[src/rtl/mc_ctrl_fsm_pkg.sv]
// mc_ctrl_fsm_pkg: shared definitions for the RV32I multi-cycle controller.
// Holds the opcode values, controller state encoding, ALU_Op classes, mux
// select encodings and the one-hot instruction class record.
package mc_ctrl_fsm_pkg;

  localparam logic [6:0] OP_R      = 7'b0110011;
  localparam logic [6:0] OP_IALU   = 7'b0010011;
  localparam logic [6:0] OP_LOAD   = 7'b0000011;
  localparam logic [6:0] OP_STORE  = 7'b0100011;
  localparam logic [6:0] OP_BRANCH = 7'b1100011;
  localparam logic [6:0] OP_JAL    = 7'b1101111;
  localparam logic [6:0] OP_JALR   = 7'b1100111;
  localparam logic [6:0] OP_LUI    = 7'b0110111;
  localparam logic [6:0] OP_AUIPC  = 7'b0010111;

  typedef enum logic [2:0] {
    ST_IDLE   = 3'd0,
    ST_FETCH  = 3'd1,
    ST_DECODE = 3'd2,
    ST_EXEC   = 3'd3,
    ST_MEM    = 3'd4,
    ST_WB     = 3'd5,
    ST_TRAP   = 3'd6
  } state_t;

  localparam logic [1:0] ALUOP_ADD   = 2'b00;
  localparam logic [1:0] ALUOP_SUB   = 2'b01;
  localparam logic [1:0] ALUOP_RTYPE = 2'b10;
  localparam logic [1:0] ALUOP_ITYPE = 2'b11;

  localparam logic [1:0] SRCA_RS1  = 2'b00;
  localparam logic [1:0] SRCA_PC   = 2'b01;
  localparam logic [1:0] SRCA_ZERO = 2'b10;

  localparam logic [1:0] SRCB_RS2  = 2'b00;
  localparam logic [1:0] SRCB_IMM  = 2'b01;
  localparam logic [1:0] SRCB_FOUR = 2'b10;

  localparam logic [1:0] WB_ALU = 2'b00;
  localparam logic [1:0] WB_MEM = 2'b01;
  localparam logic [1:0] WB_PC4 = 2'b10;

  localparam logic PC_PLUS4  = 1'b0;
  localparam logic PC_TARGET = 1'b1;

  typedef struct packed {
    logic r;
    logic ialu;
    logic load;
    logic store;
    logic branch;
    logic jal;
    logic jalr;
    logic lui;
    logic auipc;
  } op_class_t;

endpackage

[src/rtl/mc_op_class.sv]
// mc_op_class: combinational opcode classifier.
// Ports: opcode (instr[6:0]) in; cls one-hot class record out; illegal high
// when the opcode matches none of the nine supported classes.
module mc_op_class
  import mc_ctrl_fsm_pkg::*;
(
  input  logic [6:0] opcode,
  output op_class_t  cls,
  output logic       illegal
);

  always_comb begin
    cls = '0;
    case (opcode)
      OP_R:      cls.r      = 1'b1;
      OP_IALU:   cls.ialu   = 1'b1;
      OP_LOAD:   cls.load   = 1'b1;
      OP_STORE:  cls.store  = 1'b1;
      OP_BRANCH: cls.branch = 1'b1;
      OP_JAL:    cls.jal    = 1'b1;
      OP_JALR:   cls.jalr   = 1'b1;
      OP_LUI:    cls.lui    = 1'b1;
      OP_AUIPC:  cls.auipc  = 1'b1;
      default:   cls = '0;
    endcase
    illegal = (cls == '0);
  end

endmodule

[src/rtl/mc_ctrl_fsm.sv]
// mc_ctrl_fsm: multi-cycle RV32I main controller (IDLE/FETCH/DECODE/EXEC/
// MEM/WB/TRAP) driving datapath mux/enable controls and a req/ready port to
// unified memory.
// Ports: clk, rst_n (async, active-low), instr, br_taken, mem_ready, halt in;
// ALU_Op, alu_src_a, alu_src_b, pc_write, pc_src, ir_write, mem_req, mem_we,
// mem_addr_sel, reg_write, wb_sel, instr_done, illegal out.
// Optional: define MC_CTRL_PERF_EN to add perf_cycles, perf_retired and
// perf_stall 32-bit wrapping counters.
module mc_ctrl_fsm
  import mc_ctrl_fsm_pkg::*;
#(
  parameter int unsigned RESET_PC_HOLD = 1
)
(
  input  logic        clk,
  input  logic        rst_n,
  input  logic [31:0] instr,
  input  logic        br_taken,
  input  logic        mem_ready,
  input  logic        halt,
  output logic [1:0]  ALU_Op,
  output logic [1:0]  alu_src_a,
  output logic [1:0]  alu_src_b,
  output logic        pc_write,
  output logic        pc_src,
  output logic        ir_write,
  output logic        mem_req,
  output logic        mem_we,
  output logic        mem_addr_sel,
  output logic        reg_write,
  output logic [1:0]  wb_sel,
  output logic        instr_done,
  output logic        illegal
`ifdef MC_CTRL_PERF_EN
  ,
  output logic [31:0] perf_cycles,
  output logic [31:0] perf_retired,
  output logic [31:0] perf_stall
`endif
);

  localparam logic [3:0] HOLD_LAST = 4'(RESET_PC_HOLD - 1);

  state_t     state, state_nxt;
  logic [3:0] hold_cnt, hold_cnt_nxt;
  logic       fetch_busy, fetch_busy_nxt;
  op_class_t  cls;
  logic       op_illegal;
  logic [1:0] op_aluop, op_srca, op_srcb, op_wbsel;
  logic       unused_instr;

  assign unused_instr = ^instr[31:7];

  mc_op_class u_op_class (
    .opcode  (instr[6:0]),
    .cls     (cls),
    .illegal (op_illegal)
  );

  // Per-class ALU setup; driven in EXEC and held through MEM/WB so the ALU
  // result (address or writeback value) stays stable.
  always_comb begin
    op_aluop = ALUOP_ADD;
    op_srca  = SRCA_RS1;
    op_srcb  = SRCB_IMM;
    op_wbsel = WB_ALU;
    if (cls.r) begin
      op_aluop = ALUOP_RTYPE;
      op_srcb  = SRCB_RS2;
    end
    if (cls.ialu)             op_aluop = ALUOP_ITYPE;
    if (cls.branch) begin
      op_aluop = ALUOP_SUB;
      op_srcb  = SRCB_RS2;
    end
    if (cls.jal || cls.auipc) op_srca  = SRCA_PC;
    if (cls.lui)              op_srca  = SRCA_ZERO;
    if (cls.jal || cls.jalr)  op_wbsel = WB_PC4;
    if (cls.load)             op_wbsel = WB_MEM;
  end

  always_ff @(posedge clk or negedge rst_n) begin
    if (!rst_n) begin
      state      <= ST_IDLE;
      hold_cnt   <= '0;
      fetch_busy <= 1'b0;
    end else begin
      state      <= state_nxt;
      hold_cnt   <= hold_cnt_nxt;
      fetch_busy <= fetch_busy_nxt;
    end
  end

  always_comb begin
    state_nxt      = state;
    hold_cnt_nxt   = hold_cnt;
    fetch_busy_nxt = 1'b0;
    ALU_Op         = '0;
    alu_src_a      = '0;
    alu_src_b      = '0;
    pc_write       = 1'b0;
    pc_src         = PC_PLUS4;
    ir_write       = 1'b0;
    mem_req        = 1'b0;
    mem_we         = 1'b0;
    mem_addr_sel   = 1'b0;
    reg_write      = 1'b0;
    wb_sel         = '0;
    instr_done     = 1'b0;
    illegal        = 1'b0;

    case (state)
      ST_IDLE: begin
        if (hold_cnt == HOLD_LAST) begin
          state_nxt    = ST_FETCH;
          hold_cnt_nxt = '0;
        end else begin
          hold_cnt_nxt = hold_cnt + 4'd1;
        end
      end
      ST_FETCH: begin
        // fetch_busy marks a request already on the bus; halt only gates
        // the first request cycle, never an outstanding one.
        if (fetch_busy || !halt) begin
          mem_req = 1'b1;
          if (mem_ready) begin
            ir_write  = 1'b1;
            pc_write  = 1'b1;
            state_nxt = ST_DECODE;
          end else begin
            fetch_busy_nxt = 1'b1;
          end
        end
      end
      ST_DECODE: begin
        state_nxt = op_illegal ? ST_TRAP : ST_EXEC;
      end
      ST_EXEC: begin
        ALU_Op    = op_aluop;
        alu_src_a = op_srca;
        alu_src_b = op_srcb;
        if (cls.branch) begin
          pc_write   = br_taken;
          pc_src     = br_taken ? PC_TARGET : PC_PLUS4;
          instr_done = 1'b1;
          state_nxt  = ST_FETCH;
        end else if (cls.load || cls.store) begin
          state_nxt = ST_MEM;
        end else begin
          if (cls.jal || cls.jalr) begin
            pc_write = 1'b1;
            pc_src   = PC_TARGET;
          end
          state_nxt = ST_WB;
        end
      end
      ST_MEM: begin
        ALU_Op       = op_aluop;
        alu_src_a    = op_srca;
        alu_src_b    = op_srcb;
        mem_req      = 1'b1;
        mem_addr_sel = 1'b1;
        mem_we       = cls.store;
        if (mem_ready) begin
          if (cls.store) begin
            instr_done = 1'b1;
            state_nxt  = ST_FETCH;
          end else begin
            state_nxt = ST_WB;
          end
        end
      end
      ST_WB: begin
        ALU_Op     = op_aluop;
        alu_src_a  = op_srca;
        alu_src_b  = op_srcb;
        reg_write  = 1'b1;
        wb_sel     = op_wbsel;
        instr_done = 1'b1;
        state_nxt  = ST_FETCH;
      end
      ST_TRAP: begin
        illegal = 1'b1;
      end
      default: state_nxt = ST_IDLE;
    endcase
  end

`ifdef MC_CTRL_PERF_EN
  always_ff @(posedge clk or negedge rst_n) begin
    if (!rst_n) begin
      perf_cycles  <= '0;
      perf_retired <= '0;
      perf_stall   <= '0;
    end else begin
      if (state != ST_IDLE)      perf_cycles  <= perf_cycles + 32'd1;
      if (instr_done)            perf_retired <= perf_retired + 32'd1;
      if (mem_req && !mem_ready) perf_stall   <= perf_stall + 32'd1;
    end
  end
`endif

endmodule

[config.mk]
export PLATFORM = sky130hd
export DESIGN_NAME = mc_ctrl_fsm
export DESIGN_NICKNAME = d
export VERILOG_FILES = /design/src/rtl/mc_ctrl_fsm_pkg.sv /design/src/rtl/mc_op_class.sv /design/src/rtl/mc_ctrl_fsm.sv
export SDC_FILE = /design/constraint.sdc
export NUM_CORES = 1
export LEC_CHECK = 0
export CAP_MARGIN = 5
export CORE_MARGIN = 2
export CORE_UTILIZATION = 34
export DETAILED_ROUTE_END_ITERATION = 10
export PLACE_DENSITY = 0.79
export SYNTH_ARGS = -nofsm -noshare
export SYNTH_HDL_FRONTEND = slang
export SYNTH_HIERARCHICAL = 1
export SYNTH_SLANG_ARGS = --single-unit
[constraint.sdc]
create_clock -name clk -period 2.6 [get_ports clk]
set_clock_uncertainty 0.15 [all_clocks]
set_input_delay 0.65 -clock clk [delete_from_list [all_inputs] [get_ports clk]]
set_output_delay 0.65 -clock clk [all_outputs]
set_load 0.02 [all_outputs]
==> metrics.yaml, run 1 <==
power_and_ir_drop:
  p_sw_frac: 0.439
  p_int_uw: 408
  power_frac_comb: 0.634
  powerDensity_nw_per_um2: 499
  leakagePower_uw: 0.000710
  vdd_drop_max_uv: 336
  p_sw_uw: 319
  seq_power_share: 0.234
  clkPwrFrac: 0.132
synthesis:
  synth_cell_types: 37
  synth_warnings: 6
  ys_top_cells_by_count: "9 x inv_1, 8 x dfrtp_1, 8 x nand2_1, 8 x nor2_1, 6 x nor3_1"
  synth.most_common_cell: "inv_1"
  netlist_area_um2: 756
  synthCells: 97
  ys_ff_latch: 8
  synth_edf_count: 0
  synthDominantCellAreaShare: 0.265
  syn_nets: 136
  synth_top_area_cell: "dfrtp_1"
  ys_seq_area_frac: 0.265
  async_flop_share: 1.00
  synth.area.top_cells: "dfrtp_1 26%, inv_1 4.5%, nand2b_1 4.1%"
  yosys_most_used_dff: "dfrtp_1"
  postSynthAreaPerCell_um2: 7.79
place:
  numPortBuffers: 27
  gp_congestion: 0.832
  hpwlAfterDp_um: 1770
  pre_cts_ws_ps: -931
detailed_routing:
  vias: 974
  ant_nets: 0
  routed_via_density: 5.24
  wirelength_um: 3070
  post_drt_wl_per_cell_um: 16.5
  remaining_drc_errors: 0
  firstDrtPassIters: 3
  drtIter0Drc: 8
run:
  cap_viol_max_count: 0
clocking:
  clockBufferDepth: 2
  clock-sinks: 8
  hold_buffers: 0
  cts_tree: "built"
  cts_root_buffer: "clkbuf_4"
  clkLatencyLatePin_ps: 260
  numCtsBuffers: 3
  path_clk_slew_ps: 50
  htree_levels: 1
outcome:
  status: "complete, but fails checks"
  violations: "negative setup slack"
final_layout:
  regArea_um2: 200
  diodes: 0
  multi_input_area_um2: 637
  final.fill_count: 172
  syn_to_final_growth_pct: 92.7
  layout.nets: 199
  layout-drive-gt1-share: 0.525
worst_setup_path:
  required_ps: 1800
  crit_start: "instr[4]"
  ff2ff_path_depth: 4
  arrival_ps: 2090
  crit_fanout: 2
  end_kind: "output port"
  endpoint: "pc_write"
  r2r_slack_ps: 1110
  reg2reg_from: "state[1]"
  start_kind: "input pin"
  r2r-end: "hold_cnt[3]"
  crit_type: "input pin to output port"
global_route:
  grt_pass1_wl_um: 4090
  grt_max_degree: 15
  grt-ovfl-total: 0
  first_global_vias: 962
  gr-usage-all-layers: 0.204
  antenna_found_initial: 0
timing:
  rsz0062_at_grt: "true"
  setup_violations: 8
  timing.final.crit_share: 1.11
  period_minus_slack_ps: 2890
  fin_setup_tns_ps: -876
  maxSlewViolCount: 0
  fin_ws_ps: -289
  hold_violations: 0
  fmax_ghz: 0.346
die:
  fp-row-count: 17
  die_h_um: 51.1
  die_area_um2: 2620
  start_util: 0.352
  core_um2: 2150
  dieWidth_um: 51.1
  io_pins: 54
hold_path:
  hold_class: "register to register"
[state kept, by name, summed over array words and instances, names as in the netlist]
signal / cells
fetch_busy: 1
state: 3
hold_cnt: 4
[area by class of cell]
| type | instances | share of cell area |
|---|---|---|
| Sequential cell | 8 | 0.137 |
| Timing Repair Buffer | 62 | 0.363 |
| Multi-Input combinational cell | 76 | 0.437 |
| Tap cell | 28 | 0.0241 |
| Clock buffer | 3 | 0.0155 |
| Inverter | 9 | 0.0232 |
[timing repair]
item | in CTS | in global routing
buffers inserted | 7 | 5
setup endpoints to repair | 13 | 15
gates resized for setup | 94 | 33
hold endpoints to repair | 0 | 0
pin swaps | 17 | 13
[worst min-delay path by stage]
stage	start	endpoint	slack, ps	cells past startpoint
after floorplan	rst_n	fetch_busy	200	0
after global placement	hold_cnt[3]	hold_cnt[3]	300	1
after detailed placement	hold_cnt[3]	hold_cnt[3]	300	1
after CTS	hold_cnt[3]	hold_cnt[3]	320	1
after global routing	hold_cnt[3]	hold_cnt[3]	330	1
final	hold_cnt[3]	hold_cnt[3]	320	1
[layout by cell type, fill, tap and decap left out, types with 4 or more instances in the layout]
cell type,synthesis,layout
nand2b_1,5,5
nand2_1,8,7
buf_4,2,33
dfrtp_1,8,8
nor2_1,8,4
nor3_2,0,4
buf_6,0,13
clkdlybuf4s50_1,0,4
buf_2,2,4
inv_1,9,7
[cell families after synthesis]
group                      count (synthesis)  synth area share
AOI/OAI and AO/OA                         18             0.166
xor gates and xnor gates                   1            0.0116
adders and majority gates                  2            0.0331
buffers and inverters                     13            0.0778
DFF                                        8             0.265
muxes                                      2            0.0265
other                                      1           0.00496
and+or+nand+nor                           52             0.416
[stage by stage]
| step | std cells | util | hold WS (ps) | power, uW | instance area [um^2] |
|---|---|---|---|---|---|
| final | 186 | 0.678 | 322 | 727 | 1460 |
| after global routing | 186 | 0.678 | 327 | 773 | 1460 |
| after CTS | 182 | 0.617 | 316 | 682 | 1330 |
| after detailed placement | 173 | 0.574 | 305 | 590 | 1230 |
| after global placement | 173 | 0.574 | 301 | 576 | 1230 |
| after floorplan | 97 | - | 204 | 415 | 766 |
[worst max-delay path, cell delays in order]
cell,delay [ps]
buf_6,100
nand3b_1,210
buf_4,180
nor4_4,190
o21bai_4,110
o31a_4,370
o21ai_4,150
buf_6,140
[per-layer routing]
layer,vias up,share of wire,GRT usage
met5,-,0,0
met4,0,0.049,0.117
met3,12,0.046,0.0351
met2,35,0.55,0.387
met1,461,0.35,0.207
li1,466,-,-
[power groups by stage]
stage                     logic [uW]  clock network, uW  registers (uW)
after global routing             497                100             176
final                            460               95.8             170
after CTS                        414               99.6             169
after floorplan                  254                  0             161
after global placement           407                  0             169
after detailed placement         419                  0             171
Note: power is estimated with default switching activity, not from simulation.
==> inputs of run 2 (changes only) <==
--- a/config.mk
+++ b/config.mk
@@ -8,7 +8,9 @@
 export CAP_MARGIN = 5
 export CORE_MARGIN = 2
 export CORE_UTILIZATION = 34
+export CTS_CLUSTER_DIAMETER = 150
 export DETAILED_ROUTE_END_ITERATION = 10
+export MAX_ROUTING_LAYER = met4
 export PLACE_DENSITY = 0.79
 export SYNTH_ARGS = -nofsm -noshare
 export SYNTH_HDL_FRONTEND = slang
==> run 2 against run 1 <==
  * The flow still finishes with violations (negative setup slack)
  * Die area did not move
  * Cell area is the same
  * Sequential power hardly changed
  * Via count increased by 0.92%
  * Largest cell class unchanged
  * Highest routed layer unchanged
==> metrics.yaml, run 2 (synthesis gave the netlist of run 1 again) <==
final_layout:
  reg_top3: "hold_cnt: 4 flops, state: 3 flops, fetch_busy: 1 flops"
  layout.nets: 199  # unchanged
  diodes: 0  # unchanged
  fin_util: 0.678  # unchanged
  largest_reg_flops: 4  # unchanged
  final_cell_mix: "33 x buf_4, 13 x buf_6, 8 x dfrtp_1, 7 x nand2_1, 7 x inv_1"
  layout_commonest_cell: "buf_4"
  layout-drive-gt1-share: 0.525  # unchanged
  regMostFlops: "hold_cnt"
  syn_to_final_growth_pct: 92.7  # unchanged
  fin_area_um2: 1460  # unchanged
  final_cells: 186  # unchanged
worst_setup_path:
  endpoint: "pc_write"
  r2r_slack_ps: 1110  # about the same
  r2r-end: "hold_cnt[3]"
  start_kind: "input pin"
  arrival_ps: 2090  # about the same
  crit_type: "input pin to output port"
  end_kind: "output port"
  ff2ff_path_depth: 4  # unchanged
  crit_fanout: 2  # unchanged
  reg2reg_from: "state[1]"
  crit_start: "instr[4]"
  required_ps: 1800  # about the same
clocking:
  htree_levels: 1  # unchanged
  cts_root_buffer: "clkbuf_4"
  cts_tree: "built"
  hold_buffers: 0  # unchanged
  path_clk_slew_ps: 50  # about the same
  clock-sinks: 8  # unchanged
  clockBufferDepth: 2  # unchanged
  clkLatencyLatePin_ps: 260  # about the same
  numCtsBuffers: 3  # unchanged
timing:
  maxSlewViolCount: 0  # unchanged
  fmax_ghz: 0.346  # -0.16%
  timing.final.crit_share: 1.11  # +0.00183
  setup_violations: 8  # unchanged
  hold_violations: 0  # unchanged
  period_minus_slack_ps: 2890  # +4.75 ps
  fin_setup_tns_ps: -902  # -26.1 ps
  rsz0062_at_grt: "true"
  fin_ws_ps: -294  # -4.75 ps
global_route:
  gr-usage-all-layers: 0.210  # +0.00545
  antenna_found_initial: 0  # unchanged
  grt_pass1_wl_um: 4080  # -0.17%
  grt_max_degree: 15  # unchanged
  first_global_vias: 966  # +0.42%
  grt-ovfl-total: 0  # unchanged
die:
  dieWidth_um: 51.1  # unchanged
  fp-row-count: 17  # unchanged
  start_util: 0.352  # unchanged
  die_h_um: 51.1  # unchanged
  io_pins: 54  # unchanged
  core_um2: 2150  # unchanged
  die_area_um2: 2620  # unchanged
place:
  placed_cell_area_um2: 1230  # unchanged
  numPortBuffers: 27  # unchanged
  gp_congestion: 0.845  # +1.5%
  hpwlAfterDp_um: 1770  # unchanged
  dp_cells: 173  # unchanged
  pre_cts_ws_ps: -931  # unchanged
detailed_routing:
  ant_nets: 0  # unchanged
  vias: 983  # +0.92%
  remaining_drc_errors: 0  # unchanged
  drtIter0Drc: 14  # +6
  firstDrtPassIters: 4  # +1
  routed_via_density: 5.28  # +0.92%
  post_drt_wl_per_cell_um: 16.4  # -0.52%
  wirelength_um: 3050  # -0.52%
outcome:
  status: "complete, but fails checks"
  violations: "negative setup slack"
power_and_ir_drop:
  vdd_drop_max_uv: 336  # -0.15%
  leakagePower_uw: 0.000710  # unchanged
  powerDensity_nw_per_um2: 499  # about the same
run:
  cap_viol_max_count: 0  # unchanged
hold_path:
  hold_class: "register to register"
run 2: cell counts in the layout (fill, tap and decap cells not counted):
No cell type changed its count.
run 2: per-stage QoR:
| step | hold WS (ps) | power (uW) |
|---|---|---|
| after global routing | 327 | 774 |
| after floorplan | 204 | 415 |
| after global placement | 301 | 576 |
| final | 322 | 726 |
| after CTS | 316 | 682 |
| after detailed placement | 305 | 590 |
run 2: layer usage:
layer  vias to the layer above  GRT usage  part of all wire
met2                        43      0.387              0.55
met5                         -          -                 0
li1                        464          -                 -
met1                       462      0.209              0.34
met4                         0      0.117             0.051
met3                        14     0.0322             0.050
run 2: cell type report:
type / instances / area, um^2
Fill cell: 172 / 692
Timing Repair Buffer: 62 / 528
Clock buffer: 3 / 22.5
Sequential cell: 8 / 200
Tap cell: 28 / 35.0
Inverter: 9 / 33.8
Multi-Input combinational cell: 76 / 637
run 2: how the worst min path moves through the flow:
stage,start,endpoint,slack (ps),cells past startpoint
after floorplan,rst_n,fetch_busy,200,0
after global placement,hold_cnt[3],hold_cnt[3],300,1
after detailed placement,hold_cnt[3],hold_cnt[3],300,1
after CTS,hold_cnt[3],hold_cnt[3],320,1
after global routing,hold_cnt[3],hold_cnt[3],330,1
final,hold_cnt[3],hold_cnt[3],320,1
run 2: report_power, final:
part           switching (uW)  internal [uW]
Clock                    43.0           52.9
Sequential               24.8            145
Combinational             251            209
Total                     318            408
run 2: what timing repair did:
action                     4_1_cts  5_1_grt
gates resized for setup         94       33
pin swaps                       17       13
setup endpoints to repair       13       15
setup buffers                    7        5
hold endpoints to repair         0        0
run 2: critical path, stage by stage:
cell,delay (ps)
buf_6,100
nand3b_1,200
buf_4,180
nor4_4,200
o21bai_4,110
o31a_4,370
o21ai_4,150
buf_6,140
